## config.mk

```make
export PLATFORM = sky130hd
export DESIGN_NAME = inscache_r32i
export DESIGN_NICKNAME = d
export VERILOG_FILES = /design/src/rtl/inscache_r32i.sv
export SDC_FILE = /design/constraint.sdc
export NUM_CORES = 2
export LEC_CHECK = 0
export ABC_CLOCK_PERIOD_IN_PS = 6700
export CORE_UTILIZATION = 35
export CTS_CLUSTER_DIAMETER = 200
export DETAILED_ROUTE_END_ITERATION = 12
export GPL_ROUTABILITY_DRIVEN = 0
export PLACE_DENSITY = 0.54
export SYNTH_ARGS = -nofsm -noshare
export SYNTH_HDL_FRONTEND = slang
export SYNTH_SLANG_ARGS = --single-unit
```

## constraint.sdc

```tcl
create_clock -name clock -period 6.7 [get_ports clock]
set_input_delay 0.67 -clock clock [delete_from_list [all_inputs] [get_ports clock]]
set_output_delay 0.67 -clock clock [all_outputs]
set_load 0.01 [all_outputs]
```

## src/rtl/inscache_r32i.sv

```systemverilog
`default_nettype none
//------------------------------------------------------------------------------
// Module   : inscache_r32i
// Purpose  : Direct-mapped RV32I instruction cache. It refills one line
//            word-by-word over a req/ack memory port.
// Options  : INSCACHE_FLUSH_EN adds a Flush (fence.i) input that
//            invalidates every line.
// Revision : 1.0
//------------------------------------------------------------------------------
module inscache_r32i #(
  parameter int dataW = 32,
  parameter int LINES = 16,
  parameter int WORDS = 4
) (
`ifdef INSCACHE_FLUSH_EN
  input  logic             Flush,
`endif
  input  logic             clock,
  input  logic             reset,
  input  logic [dataW-1:0] ProgAddr,
  output logic [dataW-1:0] Instruction,
  output logic             InsCacheStall,
  output logic             MemReq,
  output logic [dataW-1:0] MemAddr,
  input  logic             MemAck,
  input  logic [dataW-1:0] MemData
);

  localparam int c_WB = $clog2(WORDS);
  localparam int c_IB = $clog2(LINES);
  localparam int c_TB = dataW - 2 - c_WB - c_IB;
  localparam int c_LB = dataW - 2 - c_WB;  // line number = {tag, index}

  localparam logic [0:0] c_S_IDLE = 1'b0;
  localparam logic [0:0] c_S_FILL = 1'b1;

  logic [0:0]       r_state;
  logic [LINES-1:0] r_valid;
  logic [c_TB-1:0]  r_tag  [LINES];
  logic [dataW-1:0] r_data [LINES][WORDS];
  logic [c_WB-1:0]  r_cnt;
  logic [c_LB-1:0]  r_line;
  logic             r_flush_pend;

  logic [c_WB-1:0] w_word;
  logic [c_IB-1:0] w_idx;
  logic [c_TB-1:0] w_tag;
  logic [c_IB-1:0] w_fidx;
  logic [c_TB-1:0] w_ftag;
  logic            w_hit;
  logic            w_fill_ack;
  logic            w_last;
  logic            w_flush;
  logic            w_unused_offset;

`ifdef INSCACHE_FLUSH_EN
  assign w_flush = Flush;
`else
  assign w_flush = 1'b0;
`endif

  assign w_word          = ProgAddr[c_WB+1:2];
  assign w_idx           = ProgAddr[c_WB+c_IB+1:c_WB+2];
  assign w_tag           = ProgAddr[dataW-1:c_WB+c_IB+2];
  assign w_unused_offset = &{1'b0, ProgAddr[1:0]};

  // During a fill, index and tag come from the latched line, never ProgAddr.
  assign w_fidx = r_line[c_IB-1:0];
  assign w_ftag = r_line[c_LB-1:c_IB];

  assign w_hit      = r_valid[w_idx] && (r_tag[w_idx] == w_tag);
  assign w_fill_ack = (r_state == c_S_FILL) && MemAck;
  assign w_last     = (r_cnt == c_WB'(WORDS - 1));

  assign Instruction = r_data[w_idx][w_word];
  assign MemReq      = (r_state == c_S_FILL);
  assign MemAddr     = (r_state == c_S_FILL) ? {r_line, r_cnt, 2'b00} : '0;

  always_comb begin
    InsCacheStall = 1'b1;
    if (r_state == c_S_IDLE) begin
      InsCacheStall = !w_hit || w_flush || r_flush_pend;
    end
  end

  always_ff @(posedge clock) begin
    if (reset) begin
      r_state      <= c_S_IDLE;
      r_valid      <= '0;
      r_cnt        <= '0;
      r_line       <= '0;
      r_flush_pend <= 1'b0;
    end else begin
      case (r_state)
        c_S_IDLE: begin
          if (w_flush || r_flush_pend) begin
            r_valid      <= '0;
            r_flush_pend <= 1'b0;
          end else if (!w_hit) begin
            r_line         <= ProgAddr[dataW-1:c_WB+2];
            r_cnt          <= '0;
            r_valid[w_idx] <= 1'b0;
            r_state        <= c_S_FILL;
          end
        end
        c_S_FILL: begin
          if (w_flush) begin
            r_flush_pend <= 1'b1;
          end
          if (MemAck) begin
            r_cnt <= r_cnt + 1'b1;
            if (w_last) begin
              r_valid[w_fidx] <= 1'b1;
              r_state         <= c_S_IDLE;
            end
          end
        end
        default: r_state <= c_S_IDLE;
      endcase
    end
  end

  // Tag/data storage carries no reset; validity alone qualifies it.
  always_ff @(posedge clock) begin
    if (w_fill_ack) begin
      r_data[w_fidx][r_cnt] <= MemData;
      if (w_last) begin
        r_tag[w_fidx] <= w_ftag;
      end
    end
  end

endmodule
`default_nettype wire

```

==> metrics <==
clk sinks 2,479; DR WL/cell 30.3 um; Synth area leaders edfxtp_1 77%, mux4_2 18%, dfxtp_1 0.99%; Skew-Pair Late Insertion Delay 880 ps; core area 271,000 um2; top-count cell post-synth edfxtp_1; Post-synth top flop edfxtp_1; vias in the first global route 45,000; yosys synthesis warning count 0; Total Wirelength 243,000 um; CTS root buf clkbuf_16; worst endpoint required time 6030 ps; Cell Area, Synth 95,200 um2; register area share after synthesis 77.7%; Avg Synthesized Cell Area 24.0 um2; Internal Pwr Total 0.0250 W; Final WS setup 1680 ps; status complete, no violations; Sequential Area 74,000 um2; cell mode on critical path mux4_2; maximum clock frequency 199 MHz; Port Buf Inserts 128; Final setup viols 0; Max Cap Viol 0; unrepaired setup endpoints after global routing no; crit path time final 5020 ps; Synth top area share 76.7%; Post-CTS Setup Repair Bufs 0; row count 191; Vias/cell 5.47; Comb pwr share 5.1%; Fill cells 23,600; Max rail drop VDD 0.000226 V; crit path cell chain buf_8, buf_12, mux4_2, mux4_2, mux4_2, clkdlybuf4s50_1; placed insts 7,585; P_sw 0.00677 W; Met3 Wirelength 18,100 um; TritonCTS clock tree done; Final Skew 33.5 ps; sequential power share 53.9%; Gate Count Post-Synth 3,960; Crit Path Max Fanout 93; Nets 4,323; htree depth 4; DRC viols 0; Post-synth EDFFs 2,432; startpoint type of the worst setup path input pin; Multi-input gate area 20,700 um2; Static Leakage 33.5 nW; met2 WL post-DR 115,000 um; endpoint class of the critical path output pin; Antenna Nets Post-Route 0; GRT Total Usage 17.8%; Iteration-0 DRC Markers 5,149; clock network power share 41.0%; Starting Density 35.2%; Switching Fraction 21.3%; M1 WL 106,000 um; crit path DAT 4350 ps; largest net degree at the start of global routing 94; ratio of cells with drive above 1 in the final layout 30.1%; Tot Pwr 0.0318 W; Longest Clk Path Bufs 3; Die ar. 274,000 um2; uppermost routed layer met5; Finished Layout Cells 8,028; top cells by count, synth 2,432 x edfxtp_1, 755 x mux4_2, 102 x clkbuf_1, 94 x mux2i_1, 86 x nand2_1; async set-or-reset flop fraction in the synthesized netlist 0%; critical path class in2out; Worst-path clk slew 60 ps; vias 43,900; CTS Hold Bufs 0; slowest stage delay, CP 600 ps; cell taking the most area after synthesis edfxtp_1; Layout area overhead 14.7%; final hold vios 0; gr ovfl total 0; Worst Tran Pin Value 1320 ps; DRT Pass-1 Iters 7; initial antenna violation count 29; Hold Path Class in2reg; pwr dens 291 nW/um2; Tcrit/Tclk final 74.9%; I/O pins 133; post-cts sizing count 0; clock buffer count from CTS 235; final max-slew violation count 0; Max-slew headroom 10.0%; Yosys cell types 60; die width 524 um; first-pass GRT wire length 342,000 um; slowest CP cell mux4_2; Detailed Place HPWL 131,000 um; setup slack at placement 1600 ps; synthesis-stage register bit count 2,479; setup TNS 0 ps; Die Y 524 um
[per-layer routing]
| layer | vias to the layer above | global-route usage (%) |
|---|---|---|
| li1 | 17700 | - |
| met1 | 24300 | 25.3 |
| met2 | 1570 | 27.9 |
| met3 | 325 | 3.99 |
| met4 | 8 | 3.77 |
| met5 | - | 0 |
[stage by stage]
| stage | area (um2) | util (%) | hold slack [ps] |
|---|---|---|---|
| final | 109000 | 40.4 | 295 |
| after global routing | 109000 | 40.4 | 322 |
| after CTS | 109000 | 40.4 | 287 |
| after detailed placement | 102000 | 37.6 | 488 |
| after global placement | 102000 | 37.6 | 500 |
| after floorplan | 95200 | - | 463 |
[cell families (layout without fill, tap and decap cells)]
logic type	Yosys count	after routing	share of synthesized area, %
flip-flops	2479	2479	77.7
multiplexers	856	856	18.9
AND/OR/NAND/NOR	243	243	1.17
buffers and inverters	234	727	1.03
AO/OA/AOI/OAI	126	126	0.942
XOR/XNOR	17	17	0.156
adder cells (fa/ha/maj)	4	4	0.0526
other	1	6	0.00394
[power by group through the flow]
stage                     Clock [W]  Combinational [W]  Sequential [W]
after floorplan                   0           0.000888          0.0174
after global placement            0            0.00161          0.0175
after detailed placement          0            0.00163          0.0175
after CTS                    0.0133            0.00164          0.0171
after global routing         0.0139            0.00171          0.0171
final                        0.0130            0.00161          0.0171
[critical path, delay by kind of cell]
kind	cells	cell delay, ps
buf+inv	3	1600
mux	3	1740
[final timing paths]
kind | from | depth (start not counted) | slack (ps) | endpoint
worst max-delay path | ProgAddr[4] | 6 | 1680 | Instruction[27]
worst min-delay path | ProgAddr[6] | 3 | 300 | r_line[2]
worst max register to register | MemReq | 5 | 3120 | r_data[10][122]
worst min register to register | r_cnt[0] | 1 | 500 | r_cnt[0]
[cell type report]
cell class	instances	area share, %
Sequential cell	2479	67.7
Tap cell	3570	4.09
Inverter	22	0.0825
Clock buffer	293	5.66
Timing Repair Buffer	266	2.24
Antenna cell	4	0.00917
Multi-Input combinational cell	1248	19.0
Clock inverter	146	1.19
[cells in the final DEF, fill, tap and decap left out, types with 5 or more instances in the layout]
cell / instances
a31oi_1: 10
nor2_1: 15
nand3_1: 12
a2bb2oi_1: 5
clkinv_2: 48
clkdlybuf4s50_1: 90
nand2_1: 84
nor3_1: 5
o221ai_1: 5
nor2b_1: 10
a22oi_1: 14
buf_12: 23
o32ai_1: 5
o22ai_1: 5
o21ai_0: 23
o2bb2ai_1: 5
clkinv_1: 60
xnor2_1: 10
a22o_1: 8
inv_1: 19
dfxtp_1: 47
buf_2: 33
clkbuf_16: 237
mux2_2: 7
xor2_1: 7
clkbuf_1: 52
bufinv_16: 19
a221oi_1: 5
nor2_4: 64
a21oi_1: 19
and2_1: 33
clkinvlp_4: 6
buf_4: 117
edfxtp_1: 2432
mux4_2: 755
mux2i_1: 94
[state kept, by name, indices dropped and copies added (netlist names)]
signal / flops
r_data: 2048
r_tag: 384
r_line: 28
r_valid: 16
r_cnt: 2
MemReq: 1
No activity file was read; power rests on OpenSTA's default activity.
